==> config.mk <==
export PLATFORM = sky130hd
export DESIGN_NAME = mem_arbiter
export DESIGN_NICKNAME = d
export VERILOG_FILES = /design/src/rtl/mem_arbiter.sv
export SDC_FILE = /design/constraint.sdc
export NUM_CORES = 1
export LEC_CHECK = 0
export ABC_AREA = 1
export CORE_MARGIN = 1
export CORE_UTILIZATION = 44
export CTS_CLUSTER_SIZE = 12
export DETAILED_ROUTE_END_ITERATION = 10
export GPL_ROUTABILITY_DRIVEN = 0
export HOLD_SLACK_MARGIN = 0.03
export PLACE_DENSITY_LB_ADDON = 0.3
export SLEW_MARGIN = 20
export SYNTH_ARGS = -nofsm -noshare
export SYNTH_HDL_FRONTEND = slang
export SYNTH_SLANG_ARGS = --single-unit
==> constraint.sdc <==
create_clock -name clk -period 3 [get_ports clk]
set_input_delay 0.6 -clock clk [delete_from_list [all_inputs] [get_ports clk]]
set_output_delay 0.6 -clock clk [all_outputs]
set_load 0.1 [all_outputs]
==> src/rtl/mem_arbiter.sv <==
// Byte-serial arbiter for the unified RAM port: MEM stage has priority over fetch,
// multi-byte little-endian accesses are split into consecutive byte transactions.
module mem_arbiter #(
    parameter int ADDR_W = 32,
    parameter int DATA_W = 32
) (
    input  logic              clk,
    input  logic              rst,
    input  logic              rdy,
    input  logic              if_req,
    input  logic [ADDR_W-1:0] if_addr,
    input  logic              if_flush,
    output logic [DATA_W-1:0] if_data,
    output logic              if_done,
    input  logic              mem_req,
    input  logic              mem_we,
    input  logic [1:0]        mem_len,
    input  logic [ADDR_W-1:0] mem_addr,
    input  logic [DATA_W-1:0] mem_wdata,
    output logic [DATA_W-1:0] mem_rdata,
    output logic              mem_done,
    output logic              mem_stall,
    output logic [ADDR_W-1:0] ram_addr,
    output logic              ram_wr,
    output logic [7:0]        ram_dout,
    input  logic [7:0]        ram_din
);

    typedef enum logic [1:0] {
        IDLE  = 2'd0,
        READ  = 2'd1,
        WRITE = 2'd2,
        DONE  = 2'd3
    } state_t;

    state_t            state_q, state_d;
    logic              owner_q, owner_d;        // 1 = MEM stage, 0 = fetch
    logic [ADDR_W-1:0] addr_q, addr_d;
    logic [DATA_W-1:0] wdata_q, wdata_d;
    logic [DATA_W-1:0] rbuf_q, rbuf_d;
    logic [2:0]        n_q, n_d;
    logic [2:0]        cnt_q, cnt_d;
    logic [DATA_W-1:0] if_data_q, if_data_d;
    logic [DATA_W-1:0] mem_rdata_q, mem_rdata_d;
    logic [ADDR_W-1:0] ram_addr_q, ram_addr_d;
    logic              ram_wr_q, ram_wr_d;
    logic [7:0]        ram_dout_q, ram_dout_d;

    logic              grant_mem, grant_if, if_abort;
    logic [2:0]        mem_n;
    logic [ADDR_W-1:0] addr_k;
    logic [1:0]        lane;
    logic [7:0]        wbyte;
    logic [DATA_W-1:0] rbuf_next;

    always_ff @(posedge clk or negedge rst) begin
        if (!rst) begin
            state_q     <= IDLE;
            owner_q     <= 1'b0;
            addr_q      <= '0;
            wdata_q     <= '0;
            rbuf_q      <= '0;
            n_q         <= '0;
            cnt_q       <= '0;
            if_data_q   <= '0;
            mem_rdata_q <= '0;
            ram_addr_q  <= '0;
            ram_wr_q    <= 1'b0;
            ram_dout_q  <= '0;
        end else begin
            state_q     <= state_d;
            owner_q     <= owner_d;
            addr_q      <= addr_d;
            wdata_q     <= wdata_d;
            rbuf_q      <= rbuf_d;
            n_q         <= n_d;
            cnt_q       <= cnt_d;
            if_data_q   <= if_data_d;
            mem_rdata_q <= mem_rdata_d;
            ram_addr_q  <= ram_addr_d;
            ram_wr_q    <= ram_wr_d;
            ram_dout_q  <= ram_dout_d;
        end
    end

    always_comb begin
        grant_mem = rdy & mem_req;
        grant_if  = rdy & if_req & ~if_flush & ~mem_req;
        if_abort  = ~owner_q & if_flush;
        case (mem_len)
            2'd0:    mem_n = 3'd1;
            2'd1:    mem_n = 3'd2;
            default: mem_n = 3'd4;
        endcase
        // cnt_q is the index k of the edge about to happen; capture lane is k-2
        addr_k = addr_q + {{(ADDR_W-3){1'b0}}, cnt_q};
        lane   = cnt_q[1:0] - 2'd2;
        wbyte  = wdata_q[{cnt_q[1:0], 3'b000} +: 8];
        rbuf_next = rbuf_q;
        rbuf_next[{lane, 3'b000} +: 8] = ram_din;
    end

    always_comb begin
        state_d = state_q;
        case (state_q)
            IDLE: begin
                if (grant_mem)
                    state_d = mem_we ? WRITE : READ;
                else if (grant_if)
                    state_d = READ;
            end
            READ: begin
                if (if_abort)
                    state_d = IDLE;
                else if (cnt_q == n_q + 3'd1)
                    state_d = DONE;
            end
            WRITE: begin
                if (cnt_q == n_q)
                    state_d = DONE;
            end
            DONE:    state_d = IDLE;
            default: state_d = IDLE;
        endcase
    end

    always_comb begin
        owner_d     = owner_q;
        addr_d      = addr_q;
        wdata_d     = wdata_q;
        rbuf_d      = rbuf_q;
        n_d         = n_q;
        cnt_d       = cnt_q;
        if_data_d   = if_data_q;
        mem_rdata_d = mem_rdata_q;
        ram_addr_d  = ram_addr_q;
        ram_wr_d    = ram_wr_q;
        ram_dout_d  = ram_dout_q;
        case (state_q)
            IDLE: begin
                ram_wr_d = 1'b0;
                if (grant_mem) begin
                    owner_d    = 1'b1;
                    addr_d     = mem_addr;
                    wdata_d    = mem_wdata;
                    n_d        = mem_n;
                    cnt_d      = 3'd1;
                    rbuf_d     = '0;
                    ram_addr_d = mem_addr;
                    ram_wr_d   = mem_we;
                    if (mem_we)
                        ram_dout_d = mem_wdata[7:0];
                end else if (grant_if) begin
                    owner_d    = 1'b0;
                    addr_d     = if_addr;
                    n_d        = 3'd4;
                    cnt_d      = 3'd1;
                    rbuf_d     = '0;
                    ram_addr_d = if_addr;
                end
            end
            READ: begin
                if (if_abort) begin
                    cnt_d    = '0;
                    ram_wr_d = 1'b0;
                end else begin
                    cnt_d = cnt_q + 3'd1;
                    if (cnt_q < n_q)
                        ram_addr_d = addr_k;
                    if (cnt_q >= 3'd2)
                        rbuf_d = rbuf_next;
                    if (cnt_q == n_q + 3'd1) begin
                        cnt_d = '0;
                        if (owner_q)
                            mem_rdata_d = rbuf_next;
                        else
                            if_data_d = rbuf_next;
                    end
                end
            end
            WRITE: begin
                if (cnt_q == n_q) begin
                    cnt_d    = '0;
                    ram_wr_d = 1'b0;
                end else begin
                    cnt_d      = cnt_q + 3'd1;
                    ram_addr_d = addr_k;
                    ram_dout_d = wbyte;
                end
            end
            default: ;
        endcase
    end

    always_comb begin
        if_done   = (state_q == DONE) & ~owner_q;
        mem_done  = (state_q == DONE) & owner_q;
        mem_stall = mem_req & ~mem_done;
        if_data   = if_data_q;
        mem_rdata = mem_rdata_q;
        ram_addr  = ram_addr_q;
        ram_wr    = ram_wr_q;
        ram_dout  = ram_dout_q;
    end

endmodule
# Yosys cells after proc, flatten, opt, wreduce, memory -nomap -nowiden

Cells that the tools add are included.

Register bits after elaboration: 210
Input port bits: 113
Logic and storage cells: 105
Output and inout port bits: 108

Reductions and logical operators: 16
Shift operators: 3
Bitwise logic cells: 13
Order comparisons: 2
Equality and inequality tests: 16
Add/subtract/negate cells: 5
Multiplexer cells: 38

Operators with widths:

| operator                 | count |
|---|---|
| $mux W32                 | 9 |
| $pmux W32 S3             | 1 |
| $pmux W32 S2             | 1 |
| $add A32 B3 Y32          | 1 |
| $bwmux W32               | 1 |
| $shift A8 B7 Y32 const A | 1 |
| $shiftx A32 B6 Y8        | 1 |
| $shiftx A8 B7 Y32        | 1 |
| $mux W8                  | 3 |
| $mux W3                  | 7 |
| $ne A2 B2 Y1 const B     | 8 |
| $pmux W8 S2              | 1 |
| $reduce_and A4 Y1        | 4 |
| $mux W2                  | 6 |
| $pmux W3 S3              | 1 |
| $and A1 B1 Y1            | 8 |
| $pmux W2 S4              | 1 |
| $neg A5 Y7               | 1 |
| $add A3 B1 Y3 const B    | 2 |
| $eq A3 B3 Y1             | 2 |
| $ne A3 B3 Y1 const B     | 2 |
| $pmux W3 S2              | 1 |
| $reduce_and A2 Y1        | 3 |
| $reduce_and A3 Y1        | 2 |
| other kinds (12)         | 25 |

# Longest topological paths before layout

Gate-level depths: netlist (run 1).

Depth in word-level cells: 7
Depth in mapped cells: 13
Depth with buffers taken out: 12

# Worst setup path before layout (run 1)

OpenSTA, ideal clock, no wires.

Kind: reg2out
From: register state_q[0]
To: output mem_stall
Required time: 2.400 ns
Slack: -0.060 ns
Stages on the path, launching flop included: 5
Buffers on the path: 0
Data arrival time: 2.460 ns
Cells stage by stage: dfrtp_1 -> ha_1 -> nand2_1 -> inv_1 -> nor2_1

Longest elaborated chain between the ends: 4

Ends and longest elaborated chain:

| element                | RTL line | source |
|---|---|---|
| start, declared        | 36       | `state_t state_q, state_d;` |
| start signal, assigned | 71       | `state_q <= state_d;` |
| $eq A2 B2 Y1           | 197      | `mem_done = (state_q == DONE) & owner_q;` |
| $and A1 B1 Y1          | 197      |  |
| named net mem_done     | 21       | `output logic mem_done,` |
| $not A1 Y1             | 198      | `mem_stall = mem_req & ~mem_done;` |
| $and A1 B1 Y1          | 198      |  |
| end, declared          | 22       | `output logic mem_stall,` |

The timed path passes the listed nets, and every way through them passes these cells.

# Final worst setup path (run 1)

From: register cnt_q[0]
To: register mem_rdata_q[19] (netlist: mem_rdata[19])

Longest elaborated chain between the ends: 4
Elaborated cells between the ends (all ways): 7
Classes of those cells: add/sub: 2; eq/ne: 1; shift: 2; mux: 1; reduce/logical: 1

Ends and longest elaborated chain:

| element                                                      | RTL line | source |
|---|---|---|
| start, declared                                              | 42       | `logic [2:0] cnt_q, cnt_d;` |
| start signal, assigned                                       | 77       | `cnt_q <= cnt_d;` |
| $sub A2 B2 Y2                                                | 97       | `lane = cnt_q[1:0] - 2'd2;` |
| $neg A5 Y7                                                   | 100      | `rbuf_next[{lane, 3'b000} +: 8] = ram_din;` |
| $shiftx A8 B7 Y32 / $shift A8 B7 Y32 (equally long branches) | 100      |  |
| $bwmux W32                                                   | 100      |  |
| end signal, assigned                                         | 79       | `mem_rdata_q <= mem_rdata_d;` |
| end, declared                                                | 44       | `logic [DATA_W-1:0] mem_rdata_q, mem_rdata_d;` |

Several ways; a longest one is shown, not always the timed one.
A chain may end at the register's enable or synchronous reset.

==> flow_metrics.env, run 1 <==
export IMPL_status="finished clean"
export IMPL_clockBufferDepth=3
export IMPL_multiInputGateArea_sq_um=4604
export IMPL_synth_area_per_cell_sq_um=7.614
export IMPL_clk_latency_ps=520
export IMPL_numPortBuffers=220
export IMPL_ir_drop_uv=746.0
export IMPL_setup_tns_ps=0
export IMPL_worstPathRequired_ps=3410
export IMPL_r2r_start="cnt_q[0]"
export IMPL_ys_flop_type="dfrtp_1"
export IMPL_final_cell_count_no_fill=1938
export IMPL_crit_top_cell="inv_1"
export IMPL_cts_setup_buffers=0
export IMPL_p_leak_nw=6.556
export IMPL_r2r_slack_ps=620
export IMPL_io_pins=221
export IMPL_hold_buffers=0
export IMPL_worst_path_buf_inv=3
export IMPL_cts_resized=0
export IMPL_yosysSeqAreaShare=0.4923
export IMPL_num_vias=10018
export IMPL_max_freq_mhz=419.8
export IMPL_start_util=0.4521
export IMPL_finClkSkew_ps=11.38
export IMPL_hold_violations=0
export IMPL_period_share=0.7940
export IMPL_fp_dieH_microns=157.8
export IMPL_cp_depth=9
export IMPL_synthToLayoutAreaGrowth_pct=27.92
export IMPL_grt_first_pass_wirelength_microns=48620
export IMPL_grt_pass1_vias=9413
export IMPL_rsz0062_at_grt="false"
export IMPL_synth_nets=1534
export IMPL_layout_common_cells="nand2_1, dfrtp_1, o21ai_0, inv_1, buf_4"
export IMPL_grt_use_total=0.2460
export IMPL_worstReg2RegEnd="mem_rdata[19]"
export IMPL_htreeDepth=1
export IMPL_min_path_type="in -> async"
export IMPL_sw_frac_of_total=0.5435
export IMPL_cp_cell_sequence="inv_1, ha_1, inv_1, nand2_1, nor2_1, nand3_1, inv_2, nand3_4, o21ai_0"
export IMPL_utilization=0.5783
export IMPL_die_area_sq_um=24890
export IMPL_fin_crit_ps=2382
export IMPL_async_flop_share=1.000
export IMPL_critical_path_slowest_cell="nand3_4"
export IMPL_arrival_ps=2790
export IMPL_cts_buffers=23
export IMPL_n_antenna_cell=0
export IMPL_synth_edf_count=0
export IMPL_ys_seq_elements=210
export IMPL_overflow=0
export IMPL_wl_per_cell_microns=15.47
export IMPL_drc=0
export IMPL_antenna_found_initial=0
export IMPL_syn_area_sq_um=10680
export IMPL_clk_pin_slew_ps=60
export IMPL_critPathTopFamily="simple AND/OR/NAND/NOR gates"
export IMPL_dp_cells=1901
export IMPL_p_int_mw=7.795
export IMPL_cpPeakStageDelay_ps=460
export IMPL_worst_slew_pin_slew_ps=789.6
export IMPL_synthCells=1402
export IMPL_mostFrequentLayoutCell="nand2_1"
export IMPL_drive_gt1_frac=0.1143
export IMPL_startpoint="cnt_q[0]"
export IMPL_p_seq_frac=0.278
export IMPL_place_hpwl_microns=21440
export IMPL_via_per_inst=5.169
export IMPL_ys_warn_count=0
export IMPL_die_w_microns=157.8
export IMPL_nFillCells=2149
export IMPL_ff2ff_path_depth=9
export IMPL_nets=1739
export IMPL_core_region_area_sq_um=23610
export IMPL_power_frac_clock=0.159
export IMPL_cts_tree="built"
export IMPL_max_cap_violations=0
export IMPL_p_sw_mw=9.282
export IMPL_clock_root_buffer="clkbuf_16"
export IMPL_criticalPathCategory="reg -> reg"
export IMPL_regArea_sq_um=5255
export IMPL_combPwrFrac=0.563
export IMPL_endpoint="mem_rdata[19]"
export IMPL_cp_end_kind="flip-flop"
export IMPL_synthDistinctLibCells=37
export IMPL_power_mw=17.08
export IMPL_slew_headroom=0.4704
export IMPL_drt_iter0_drc=709
export IMPL_cp_max_fo=64
export IMPL_num_rows=56
export IMPL_wl_microns=29990
export IMPL_ant_nets=0
export IMPL_setup_violations=0
export IMPL_worstSetupStartpointType="flip-flop"
export IMPL_slew_violations=0
export IMPL_cts_sink_count=210
export IMPL_grt_max_degree=86
export IMPL_power_density_nw_per_um2=1251
export IMPL_drt_pass1_iterations=5
kinds of logic (layout without fill, tap and decap cells):
kind of cell | count (synthesis) | count (layout) | synth area share
XOR/XNOR | 5 | 5 | 0.004103
AO/OA/AOI/OAI | 237 | 237 | 0.1205
flip-flops | 210 | 210 | 0.4923
adder cells (fa/ha/maj) | 19 | 19 | 0.02297
buffers and inverters | 207 | 424 | 0.07759
multiplexers | 11 | 11 | 0.01031
AND/OR/NAND/NOR | 713 | 713 | 0.2723
how the worst min path moves through the flow:
stage,slack [ps],from,endpoint,cells past startpoint
CTS,160,rst,if_data[21],1
detailed placement,450,wdata_q[23],wdata_q[23],2
finish,140,rst,if_data[21],1
global placement,450,wdata_q[28],wdata_q[28],2
global route,180,rst,if_data[21],1
floorplan,300,rst,addr_q[0],0
cell type report:
cell class / instances / area share
Sequential cell: 210 / 0.3848
Multi-Input combinational cell: 985 / 0.3372
Timing Repair Buffer: 244 / 0.1577
Clock buffer: 31 / 0.04728
Inverter: 143 / 0.03931
Tap cell: 319 / 0.02923
Clock inverter: 6 / 0.004490
metal layers:
layer  part of all wire  GRT usage  vias to the layer above  wire (microns)
li1                   -          -                     4918               -
met1               0.45     0.3537                     4695           13540
met2               0.46     0.3902                      358           13830
met3              0.066    0.03340                       47            1992
met4              0.021    0.06334                        0             631
met5                  0          0                        -               0
power groups by stage:
stage	clock, mW	combinational (mW)	sequential (mW)
2_1_floorplan	0	3.46	8.47
3_3_place_gp	0	9.47	4.75
3_5_place_dp	0	9.60	4.76
4_1_cts	2.76	9.63	4.74
5_1_grt	2.88	10.4	4.87
6_report	2.71	9.62	4.74
per-stage QoR:
| stage | hold slack [ps] | instance area (sq um) | worst slack [ps] |
|---|---|---|---|
| 2_1_floorplan | 304.4 | 10680 | 402.6 |
| 3_3_place_gp | 451.4 | 12950 | 319.9 |
| 3_5_place_dp | 453.6 | 12950 | 343.5 |
| 4_1_cts | 160.4 | 13660 | 570.6 |
| 5_1_grt | 182.8 | 13660 | 325.3 |
| 6_report | 136.9 | 13660 | 618.1 |
sequential cells by signal, indices dropped and copies added (netlist names), 2 cells and up:
register,cells
wdata_q,32
if_data,32
mem_rdata,32
ram_dout,8
rbuf_q,32
n_q,3
addr_q,32
ram_addr,32
cnt_q,3
state_q,2
synthesized netlist by cell type (3+ instances only):
cell type | n | area [sq um]
dfrtp_1 | 210 | 5255
buf_4 | 3 | 22.52
nor3_1 | 10 | 50.05
nand3b_1 | 3 | 22.52
a31oi_1 | 14 | 87.58
o21ai_1 | 27 | 135.1
buf_2 | 25 | 125.1
nand3_1 | 113 | 565.5
nor2_1 | 108 | 405.4
a21oi_1 | 9 | 45.04
inv_1 | 139 | 521.8
mux2i_1 | 11 | 110.1
nand2_1 | 465 | 1745
xor2_1 | 3 | 26.28
inv_2 | 3 | 11.26
o211ai_1 | 4 | 30.03
o21ai_0 | 144 | 720.7
o22ai_1 | 33 | 206.5
nand4_1 | 4 | 25.02
ha_1 | 18 | 225.2
clkbuf_1 | 32 | 120.1
Power figures use the tool's default switching activity.
==> run 2, diff against run 1 <==
==> constraint.sdc (replaced) <==
create_clock -name clk -period 2.3 [get_ports clk]
set_input_delay 0.46 -clock clk [delete_from_list [all_inputs] [get_ports clk]]
set_output_delay 0.46 -clock clk [all_outputs]
set_load 0.1 [all_outputs]
==> flow_metrics.env, run 2 (same netlist as run 1, synthesis figures left out) <==
export IMPL_ff2ff_path_depth=10
export IMPL_slew_headroom=0.5427
export IMPL_max_freq_mhz=464.7
export IMPL_die_area_sq_um=24890
export IMPL_clock_root_buffer="clkbuf_16"
export IMPL_endpoint="ram_addr[17]"
export IMPL_cp_max_fo=7
export IMPL_drt_pass1_iterations=5
export IMPL_place_hpwl_microns=21880
export IMPL_hold_ws_ps=460.1
export IMPL_dp_cells=1917
export IMPL_mostFrequentLayoutCell="nand2_1"
export IMPL_clk_pin_slew_ps=60
export IMPL_setup_violations=0
export IMPL_core_region_area_sq_um=23610
export IMPL_n_antenna_cell=0
export IMPL_setup_tns_ps=0
export IMPL_io_pins=221
export IMPL_place_area_sq_um=13180
export IMPL_p_leak_nw=6.665
export IMPL_max_cap_violations=0
export IMPL_worstSetupStartpointType="flip-flop"
export IMPL_htreeDepth=1
export IMPL_start_util=0.4521
export IMPL_grt_use_total=0.2472
export IMPL_overflow=0
export IMPL_fin_area_sq_um=13900
export IMPL_fp_dieH_microns=157.8
export IMPL_ant_nets=0
export IMPL_drc=0
export IMPL_clk_latency_ps=500
export IMPL_cts_tree="built"
export IMPL_final_cell_count_no_fill=1953
export IMPL_wl_microns=30170
export IMPL_grt_pass1_vias=9541
export IMPL_wl_per_cell_microns=15.45
export IMPL_cts_buffers=23
export IMPL_r2r_start="cnt_q[2]"
export IMPL_worstReg2RegEnd="ram_addr[17]"
export IMPL_antenna_found_initial=0
export IMPL_layout_common_cells="nand2_1, dfrtp_1, o21ai_0, inv_1, buf_4"
export IMPL_fin_crit_ps=2152
export IMPL_utilization=0.5886
export IMPL_drt_iter0_drc=857
export IMPL_worst_slew_pin_slew_ps=685.2
export IMPL_numPortBuffers=220
export IMPL_period_share=0.9356
export IMPL_ir_drop_uv=986.5
export IMPL_criticalPathCategory="reg -> reg"
export IMPL_cts_sink_count=210
export IMPL_arrival_ps=2540
export IMPL_drive_gt1_frac=0.1236
export IMPL_synthToLayoutAreaGrowth_pct=30.19
export IMPL_grt_first_pass_wirelength_microns=48810
export IMPL_num_vias=10122
export IMPL_nets=1756
export IMPL_nFillCells=2180
export IMPL_clockBufferDepth=3
export IMPL_num_rows=56
export IMPL_startpoint="cnt_q[2]"
export IMPL_status="finished clean"
export IMPL_slew_violations=0
export IMPL_r2r_slack_ps=150
export IMPL_die_w_microns=157.8
export IMPL_finClkSkew_ps=7.371
export IMPL_grt_max_degree=65
export IMPL_min_path_type="in -> async"
export IMPL_worstPathRequired_ps=2680
export IMPL_rsz0062_at_grt="false"
export IMPL_power_density_nw_per_um2=1622
export IMPL_cp_end_kind="flip-flop"
export IMPL_via_per_inst=5.183
export IMPL_hold_violations=0
run 2: final cells by class:
cell class | instances | area (sq um) | area share
repair buffers | 261 | 2391 | 0.1720
multi-input cells | 985 | 4614 | 0.3320
well taps | 319 | 399.1 | 0.02872
clock buffers | 29 | 618.1 | 0.04447
inverters | 143 | 536.8 | 0.03862
clock inverters | 6 | 82.58 | 0.005942
flip-flops and latches | 210 | 5256 | 0.3782
run 2: worst max-delay path, stage by stage (launching register included):
cell,delay [ps]
dfrtp_1,490
ha_1,420
nand2_1,90
nor2_1,100
nor2_1,80
nor2_1,430
nand2_1,90
nand2_1,90
nand3_1,60
nand3_1,110
nand2_1,50
run 2: layer usage:
layer / part of all wire / track usage / vias to the layer above
li1: - / - / 4955
met1: 0.44 / 0.3420 / 4760
met2: 0.47 / 0.4032 / 358
met3: 0.067 / 0.03367 / 49
met4: 0.025 / 0.07258 / 0
met5: 0 / 0 / -
run 2: worst min-delay path by stage:
| stage | cells past startpoint | startpoint | slack (ps) | to |
|---|---|---|---|---|
| after floorplan | 0 | rst | 160 | addr_q[0] |
| after global placement | 1 | rst | 410 | mem_rdata[20] |
| after detailed placement | 1 | rst | 410 | mem_rdata[20] |
| after CTS | 2 | rst | 470 | mem_rdata[20] |
| after global routing | 2 | rst | 480 | ram_addr[4] |
| final | 2 | rst | 460 | mem_rdata[20] |
run 2: power by group:
part	total, mW	internal (mW)	switching, mW
registers	6.18	5.14	1.04
logic	12.9	3.19	9.67
clock network	3.51	2.10	1.41
total	22.5	10.4	12.1
run 2: per-stage QoR:
step	worst slack [ps]	total power, mW
after global routing	13.91	23.90
after CTS	74.59	22.62
after global placement	112.6	18.81
final	148.1	22.54
after floorplan	34.62	15.57
after detailed placement	51.60	19.04
run 2: repair_timing:
item	CTS	global route
gates resized for setup	0	4
buffers inserted	0	0
endpoints found under the setup margin	0	65
endpoints found under the hold margin	29	0
hold buffers	1	0
